<file path="src/rtl/vector_line_sequencer.sv">
// Vector line sequencer: walks a display-list ROM (MOVE / LINE / END),
// interpolates LINE entries with Bresenham steps at a fixed point rate and
// drives registered X/Y DAC codes plus a beam blanking signal.
//
// state  | meaning
// -------+--------------------------------------------------------------
// FETCH  | present addr, latch and decode entry when en=1, else hold
// SETTLE | blanked dwell after a MOVE, then advance to next entry
// DRAW   | one Bresenham point every STEP_CYCLES until target reached
module vector_line_sequencer #(
  parameter int OUT_WIDTH     = 8,
  parameter int COORD_WIDTH   = 8,
  parameter int ADDRESSWIDTH  = 8,
  parameter int DATAWIDTH     = 18,
  parameter int STEP_CYCLES   = 4,
  parameter int SETTLE_CYCLES = 16
) (
  input  logic                    clk,
  input  logic                    rst,
  input  logic                    en,
  input  logic [DATAWIDTH-1:0]    data_in,
  output logic [ADDRESSWIDTH-1:0] addr,
  output logic [OUT_WIDTH-1:0]    x_ch,
  output logic [OUT_WIDTH-1:0]    y_ch,
  output logic                    blank,
  output logic                    frame_drawn
);

  localparam int EW    = COORD_WIDTH + 2;
  localparam int SHIFT = OUT_WIDTH - COORD_WIDTH;
  localparam int TMAX  = (STEP_CYCLES > SETTLE_CYCLES) ? STEP_CYCLES : SETTLE_CYCLES;
  localparam int TW    = $clog2(TMAX + 1);

  typedef enum logic [1:0] {S_FETCH, S_SETTLE, S_DRAW} state_t;

  state_t                   state, state_nxt;
  logic [ADDRESSWIDTH-1:0]  addr_nxt;
  logic [COORD_WIDTH-1:0]   cx, cy, cx_nxt, cy_nxt;
  logic [COORD_WIDTH-1:0]   cnt, cnt_nxt;
  logic [TW-1:0]            tmr, tmr_nxt;
  logic signed [EW-1:0]     err, err_nxt, dx, dx_nxt, dy, dy_nxt;
  logic                     sx, sx_nxt, sy, sy_nxt;
  logic                     blank_nxt, frame_nxt;

  // Entry fields and LINE setup values derived from the ROM word.
  logic [1:0]             op;
  logic [COORD_WIDTH-1:0] tx, ty, adx, ady;
  logic signed [EW-1:0]   dx_new, dy_new;

  assign op     = data_in[1:0];
  assign tx     = data_in[COORD_WIDTH+1:2];
  assign ty     = data_in[2*COORD_WIDTH+1:COORD_WIDTH+2];
  assign adx    = (tx >= cx) ? tx - cx : cx - tx;
  assign ady    = (ty >= cy) ? ty - cy : cy - ty;
  assign dx_new = $signed({2'b00, adx});
  assign dy_new = -$signed({2'b00, ady});

  // One Bresenham step from the current error term.
  logic signed [EW-1:0]   e2, err_step;
  logic                   step_x, step_y;
  logic [COORD_WIDTH-1:0] cx_step, cy_step;

  assign e2       = err + err;
  assign step_x   = (e2 >= dy);
  assign step_y   = (e2 <= dx);
  assign err_step = err + (step_x ? dy : EW'(0)) + (step_y ? dx : EW'(0));
  assign cx_step  = step_x ? (sx ? cx + COORD_WIDTH'(1) : cx - COORD_WIDTH'(1)) : cx;
  assign cy_step  = step_y ? (sy ? cy + COORD_WIDTH'(1) : cy - COORD_WIDTH'(1)) : cy;

  assign x_ch = OUT_WIDTH'(cx) << SHIFT;
  assign y_ch = OUT_WIDTH'(cy) << SHIFT;

  // Next-state and datapath decode; leaving the last address acts as an END.
  always_comb begin
    state_nxt = state;
    addr_nxt  = addr;
    cx_nxt    = cx;
    cy_nxt    = cy;
    cnt_nxt   = cnt;
    tmr_nxt   = tmr;
    err_nxt   = err;
    dx_nxt    = dx;
    dy_nxt    = dy;
    sx_nxt    = sx;
    sy_nxt    = sy;
    blank_nxt = blank;
    frame_nxt = 1'b0;
    case (state)
      S_FETCH: begin
        if (en) begin
          case (op)
            2'b01: begin
              blank_nxt = 1'b0;
              dx_nxt    = dx_new;
              dy_nxt    = dy_new;
              err_nxt   = dx_new + dy_new;
              sx_nxt    = (tx >= cx);
              sy_nxt    = (ty >= cy);
              cnt_nxt   = (adx > ady) ? adx : ady;
              tmr_nxt   = TW'(STEP_CYCLES - 1);
              state_nxt = S_DRAW;
            end
            2'b11: begin
              frame_nxt = 1'b1;
              addr_nxt  = '0;
              blank_nxt = 1'b1;
            end
            default: begin
              cx_nxt    = tx;
              cy_nxt    = ty;
              blank_nxt = 1'b1;
              tmr_nxt   = TW'(SETTLE_CYCLES - 1);
              state_nxt = S_SETTLE;
            end
          endcase
        end
      end
      S_SETTLE: begin
        if (tmr == '0) begin
          addr_nxt  = addr + ADDRESSWIDTH'(1);
          frame_nxt = &addr;
          state_nxt = S_FETCH;
        end else begin
          tmr_nxt = tmr - TW'(1);
        end
      end
      S_DRAW: begin
        if (tmr == '0) begin
          tmr_nxt = TW'(STEP_CYCLES - 1);
          if (cnt != '0) begin
            cx_nxt  = cx_step;
            cy_nxt  = cy_step;
            err_nxt = err_step;
            cnt_nxt = cnt - COORD_WIDTH'(1);
          end
          if (cnt <= COORD_WIDTH'(1)) begin
            addr_nxt  = addr + ADDRESSWIDTH'(1);
            frame_nxt = &addr;
            state_nxt = S_FETCH;
          end
        end else begin
          tmr_nxt = tmr - TW'(1);
        end
      end
      default: state_nxt = S_FETCH;
    endcase
  end

  // State register; reset drops any line in progress and blanks the beam.
  always_ff @(posedge clk or negedge rst) begin
    if (!rst) begin
      state       <= S_FETCH;
      addr        <= '0;
      cx          <= '0;
      cy          <= '0;
      cnt         <= '0;
      tmr         <= '0;
      err         <= '0;
      dx          <= '0;
      dy          <= '0;
      sx          <= 1'b0;
      sy          <= 1'b0;
      blank       <= 1'b1;
      frame_drawn <= 1'b0;
    end else begin
      state       <= state_nxt;
      addr        <= addr_nxt;
      cx          <= cx_nxt;
      cy          <= cy_nxt;
      cnt         <= cnt_nxt;
      tmr         <= tmr_nxt;
      err         <= err_nxt;
      dx          <= dx_nxt;
      dy          <= dy_nxt;
      sx          <= sx_nxt;
      sy          <= sy_nxt;
      blank       <= blank_nxt;
      frame_drawn <= frame_nxt;
    end
  end

endmodule

</file>
<file path="config.mk">
export PLATFORM = sky130hd
export DESIGN_NAME = vector_line_sequencer
export DESIGN_NICKNAME = d
export VERILOG_FILES = /design/src/rtl/vector_line_sequencer.sv
export SDC_FILE = /design/constraint.sdc
export NUM_CORES = 1
export LEC_CHECK = 0
export ABC_AREA = 1
export CAP_MARGIN = 5
export CORE_ASPECT_RATIO = 0.7
export CORE_UTILIZATION = 50
export DETAILED_ROUTE_END_ITERATION = 16
export GPL_TIMING_DRIVEN = 0
export MAX_ROUTING_LAYER = met4
export PLACE_DENSITY = 0.72
export RECOVER_POWER = 25
export SYNTH_ARGS = -nofsm -noshare
export SYNTH_HDL_FRONTEND = slang
export SYNTH_SLANG_ARGS = --single-unit
</file>
<file path="constraint.sdc">
create_clock -name clk -period 3.2 [get_ports clk]
set_input_delay 0.64 -clock clk [delete_from_list [all_inputs] [get_ports clk]]
set_output_delay 0.64 -clock clk [all_outputs]
set_load 0.05 [all_outputs]
</file>
After elaboration in Yosys (flattened, before gate mapping) --
Index checks and enable logic that the tools add are counted.
Word-level totals: register bits after elaboration 71, output and inout bits 26
Cells by class: eq/ne operators 16, mux-type cells 53, reduce and logical (&&, ||, !) cells 15, order comparisons 6, $add $sub $neg 16
Operators with widths (number):
- $mux W8 | 25
- $mux W10 | 5
- $pmux W8 S2 | 3
- $sub A8 B8 Y8 | 4
- $add A8 B1 Y8 const B | 3
- $pmux W8 S3 | 1
- $sub A8 B1 Y8 const B | 3
- $add A10 B10 Y10 | 2
- $ne A2 B2 Y1 const B | 10
- $pmux W10 S2 | 1
- $reduce_and A6 Y1 | 3
- $ge A8 B8 Y1 | 2
- $mux W5 | 3
- $pmux W5 S3 | 1
- $add A10 B9 Y10 | 1
- $add A9 B10 Y10 | 1
- $ge A10 B10 Y1 | 1
- $le A10 B9 Y1 | 1
- $neg A8 Y10 | 1
- $pmux W5 S2 | 1
- $reduce_and A5 Y1 | 2
- $gt A8 B8 Y1 | 1
- $le A8 B1 Y1 const B | 1
- $mux W2 | 4
- 18 further kinds | 26

Longest topological paths before layout --
depth after elaboration 8, depth in mapped cells 27, mapped depth without buffers 26

Worst setup path after synthesis --
No wires, ideal clock.
kind flip-flop to flip-flop, from register cy[0] (netlist: y_ch[0]), to register err[7], library setup time 0.082 ns, cell stages (with the launch flop) 24, setup slack -0.609 ns, data arrival time 3.727 ns, period minus slack after synthesis 3.809 ns, buffers on the path 0, cells stage by stage dfrtp_1 > ha_1 > inv_1 > fa_1 > nand2_2 > nand2_1 > nand2_2 > nand3_4 > nand2_1 > nand2_1 > inv_1 > ha_1 > nand3_1 > nor2_2 > nand3_1 > xor2_1 > ha_1 > nand2_1 > inv_1 > a221oi_1 > nand2_1 > a21oi_1 > o21ai_0 > a31oi_1
Between the ends: longest elaborated chain between the ends 7
Ends and longest elaborated chain:
- from (decl) | RTL line 38 | logic [COORD_WIDTH-1:0] cx, cy, cx_nxt, cy_nxt;
- from (signal assigned) | RTL line 169 | cy <= cy_nxt;
- $sub A8 B8 Y8 or $ge A8 B8 Y1 (tied branches) | RTL line 54 | assign ady = (ty >= cy) ? ty - cy : cy - ty;
- $mux W8 * | RTL line 54
- $neg A8 Y10 * | RTL line 56 | assign dy_new = -$signed({2'b00, ady});
- net dy_new[6] | RTL line 48 | logic signed [EW-1:0] dx_new, dy_new;
- $add A9 B10 Y10 * | RTL line 96 | err_nxt = dx_new + dy_new;
- $mux W10 * | RTL line 91 | case (op)
- $mux W10 * | RTL line 90 | if (en) begin
- $pmux W10 S2 * | RTL line 88 | case (state)
- to (signal assigned) | RTL line 172 | err <= err_nxt;
- to (decl) | RTL line 41 | logic signed [EW-1:0] err, err_nxt, dx, dx_nxt, dy, dy_nxt;
Mark *: on every way through the listed nets, which the timed path passes. The rest lies on a longest branch. The select of a mux whose other input is x is not followed. A chain may end at the register's enable or synchronous reset.

Worst setup path in the final report --
from input port data_in[7], to register cnt[7]
Between the ends: longest elaborated chain between the ends 7
Ends and longest elaborated chain:
- from (decl) | RTL line 21 | input logic [DATAWIDTH-1:0] data_in,
- $sub A8 B8 Y8 or $ge A8 B8 Y1 (tied branches) | RTL line 53 | assign adx = (tx >= cx) ? tx - cx : cx - tx;
- $mux W8 * | RTL line 53
- net adx[7] | RTL line 47 | logic [COORD_WIDTH-1:0] tx, ty, adx, ady;
- $gt A8 B8 Y1 | RTL line 99 | cnt_nxt = (adx > ady) ? adx : ady;
- $mux W8 * | RTL line 99
- $mux W8 * | RTL line 91
- $mux W8 * | RTL line 90
- $pmux W8 S2 * | RTL line 88
- to (signal assigned) | RTL line 170 | cnt <= cnt_nxt;
- to (decl) | RTL line 39 | logic [COORD_WIDTH-1:0] cnt, cnt_nxt;
Marked as above.

==> impl_metrics.env <==
export IMPL_dp_hpwl_mm=16.0
export IMPL_via_per_inst=5.62
export IMPL_period_share=1.16
export IMPL_tightest_slew_ps=1590
export IMPL_async_reset_ff_frac=1.00
export IMPL_cp_max_fo=5
export IMPL_fin_nets=1346
export IMPL_hp_class="flip-flop to flip-flop"
export IMPL_seq_area_mm2=0.00177
export IMPL_failed_checks="capacitance limit, slew limit, setup timing"
export IMPL_fin_crit_ps=3700
export IMPL_critPathKind="input port to flip-flop"
export IMPL_synth_edf_count=0
export IMPL_firstDrtPassIters=5
export IMPL_detail_route_wl_per_cell_um=17.5
export IMPL_clock_path_buffers=2
export IMPL_die_h_um=104
export IMPL_synthFlopType="dfrtp_1"
export IMPL_dp_cells=1306
export IMPL_grt_pass1_vias=7239
export IMPL_cpPeakStageDelay_ps=290
export IMPL_syn_cell_area_mm2=0.00739
export IMPL_drc=0
export IMPL_rr_worst_depth=20
export IMPL_die_area_mm2=0.0153
export IMPL_start_kind="input port"
export IMPL_rows=36
export IMPL_fin_cells=1415
export IMPL_finalMaxSlewViolations=26
export IMPL_nFillCells=1092
export IMPL_final_cell_mix="220 x nand2_1, 159 x inv_1, 82 x buf_4, 67 x o21ai_0, 61 x nor2_1"
export IMPL_rsz0062_at_grt="true"
export IMPL_die_w_um=147
export IMPL_cts_root_buf="clkbuf_16"
export IMPL_max_cap_viol_count=1
export IMPL_ant_nets=0
export IMPL_htreeDepth=3
export IMPL_ys_seq_area_frac=0.237
export IMPL_setup_viol=14
export IMPL_ys_types=50
export IMPL_syn_num_nets=1196
export IMPL_core_mm2=0.0142
export IMPL_yosysTopAreaCell="dfrtp_1"
export IMPL_grt_pass1_wl_mm=36.8
export IMPL_yosys_top_cells_area="dfrtp_1 23%, ha_1 15%, nand2_1 13%, inv_1 9.6%, o21ai_0 6.4%"
export IMPL_cts_buffers_inserted=9
export IMPL_crit_required_ps=3460
export IMPL_path_clk_slew_ps=70
export IMPL_clock_latency_ps=350
export IMPL_hold_viol=0
export IMPL_fin_ws_ps=-497
export IMPL_place_ws_ps=-1520
export IMPL_multiInputGateArea_mm2=0.00576
export IMPL_syn_avg_cell_area_um2=6.92
export IMPL_syn_instance_count=1069
export IMPL_post_route_util=0.717
export IMPL_grt_max_degree=47
export IMPL_io_buffers=46
export IMPL_fmax_ghz=0.270
export IMPL_busiest_layer="met2"
export IMPL_cts_tree="built"
export IMPL_vias=7946
export IMPL_synth_top_area_share=0.234
export IMPL_cpMaxStageDelayCell="ha_4"
export IMPL_whs_ps=510
export IMPL_cp_arrival_ps=3960
export IMPL_wirelength_mm=24.7
export IMPL_relSlewSlack=-0.0582
export IMPL_start_util=0.521
export IMPL_antenna_found_initial=1
export IMPL_syn_to_final_growth_pct=37.7
export IMPL_final_common_cell="nand2_1"
export IMPL_drtIter0Drc=748
export IMPL_globalplace_congestion=0.929
export IMPL_met3_usage=0.0753
export IMPL_boundaryPins=47
export IMPL_skew_ps=11.8
export IMPL_endpoint_kind="flip-flop"
export IMPL_clock_sinks=70
export IMPL_gr_usage_all_layers=0.315
export IMPL_overflow=0
export IMPL_status="complete, but fails checks"
export IMPL_ys_seq_elements=70
export IMPL_drive_gt1_frac=0.284
export IMPL_use_met1=0.423
export IMPL_hold_path_depth=2
export IMPL_crit_chain="clkdlybuf4s15_2 > inv_2 > ha_4 > clkbuf_8 > nand2_4 > nor3_4 > nand4_1 > nand3_4 > buf_4 > nand2_1 > nand2_2 > inv_4 > ha_4 > nand2_4 > nor2_4 > nand2_1 > o211ai_1 > nand2_4 > buf_4 > a21oi_2 > o21ai_1 > a22oi_1"
export IMPL_grtUsageMet2=0.467
export IMPL_ys_warnings_count=0
export IMPL_path_common_cell="nand2_4"
routing by layer:
| layer | vias to the layer above | part of all wire |
|---|---|---|
| li1 | 3746 | - |
| met1 | 3717 | 0.43 |
| met2 | 382 | 0.44 |
| met3 | 101 | 0.087 |
| met4 | 0 | 0.036 |
| met5 | - | 0 |
synthesized netlist by cell type, types with 3 or more instances:
master / n
nand3_2: 3
inv_1: 190
inv_2: 7
nand2_2: 10
nor3_2: 3
xor2_1: 27
buf_2: 4
a22oi_1: 5
fa_1: 16
a31oi_1: 9
nand2_1: 257
xnor2_1: 9
or2_2: 3
nor2_2: 3
nor3_1: 6
nand4_1: 15
nor2_1: 73
o211ai_1: 18
ha_1: 90
a21oi_1: 68
a21o_1: 6
o21bai_1: 3
dfrtp_1: 69
o21ai_0: 94
clkbuf_1: 11
nand3_1: 40
worst paths after layout:
path,start,end,slack (ps)
hold / removal,dy[2]$_DFFE_PN0P_,dy[2]$_DFFE_PN0P_,510
max in group asynchronous,rst,err[7]$_DFFE_PN0P_,530
min in group asynchronous,rst,dy[5]$_DFFE_PN0P_,680
setup reg to reg,x_ch[5]$_DFFE_PN0P_,cnt[7]$_DFFE_PN0P_,-450
hold reg to reg,dy[2]$_DFFE_PN0P_,dy[2]$_DFFE_PN0P_,510
setup / recovery,data_in[7],cnt[7]$_DFFE_PN0P_,-500
state kept, by name, summed over array words and instances, names as in the netlist:
register     count
dx               8
state            2
sy               1
tmr              5
sx               1
err              9
cnt              8
blank            1
dy              10
y_ch             8
frame_drawn      1
addr             8
x_ch             8
cells by family (layout without fill, tap and decap cells):
kind of cell | Yosys count | in the layout | share of synthesized area
XOR/XNOR | 36 | 36 | 0.0426
other | 0 | 1 | 0
buffers and inverters | 220 | 373 | 0.116
adder cells (fa/ha/maj) | 106 | 106 | 0.196
flip-flops | 70 | 70 | 0.237
AND/OR/NAND/NOR | 425 | 427 | 0.249
AO/OA/AOI/OAI | 212 | 212 | 0.160
stage by stage:
stage                     setup TNS [ps]  area (µm²)
after global routing               -6350       10200
after floorplan                    -1040        7570
after CTS                          -1780        9810
final                              -4830       10200
after global placement           -112760        8260
after detailed placement          -21010        8290
cell type report:
class | instances | area share
inverters | 200 | 0.0789
clock inverters | 5 | 0.00578
multi-input cells | 781 | 0.566
repair buffers | 136 | 0.117
clock buffers | 11 | 0.0229
plain buffers | 20 | 0.0120
repair inverters | 1 | 0.000860
diodes | 1 | 0.000246
flip-flops and latches | 70 | 0.174
well taps | 190 | 0.0234
critical path: cells and delay by family:
family                   cells  cell delay, ps
AO/OA/AOI/OAI                4             570
adder cells (fa/ha/maj)      2             540
buffers and inverters        6             760
AND/OR/NAND/NOR             10            1430
repair_timing:
action,CTS,global route
gates resized for setup,200,71
hold buffers,0,0
cloned,3,0
pin swaps,79,62
hold endpoints to repair,0,0
buffers inserted,74,19
setup endpoints to repair,17,15
Power is not shown: default switching activity piles up to over one toggle a cycle in this logic, so the estimate is an artifact.
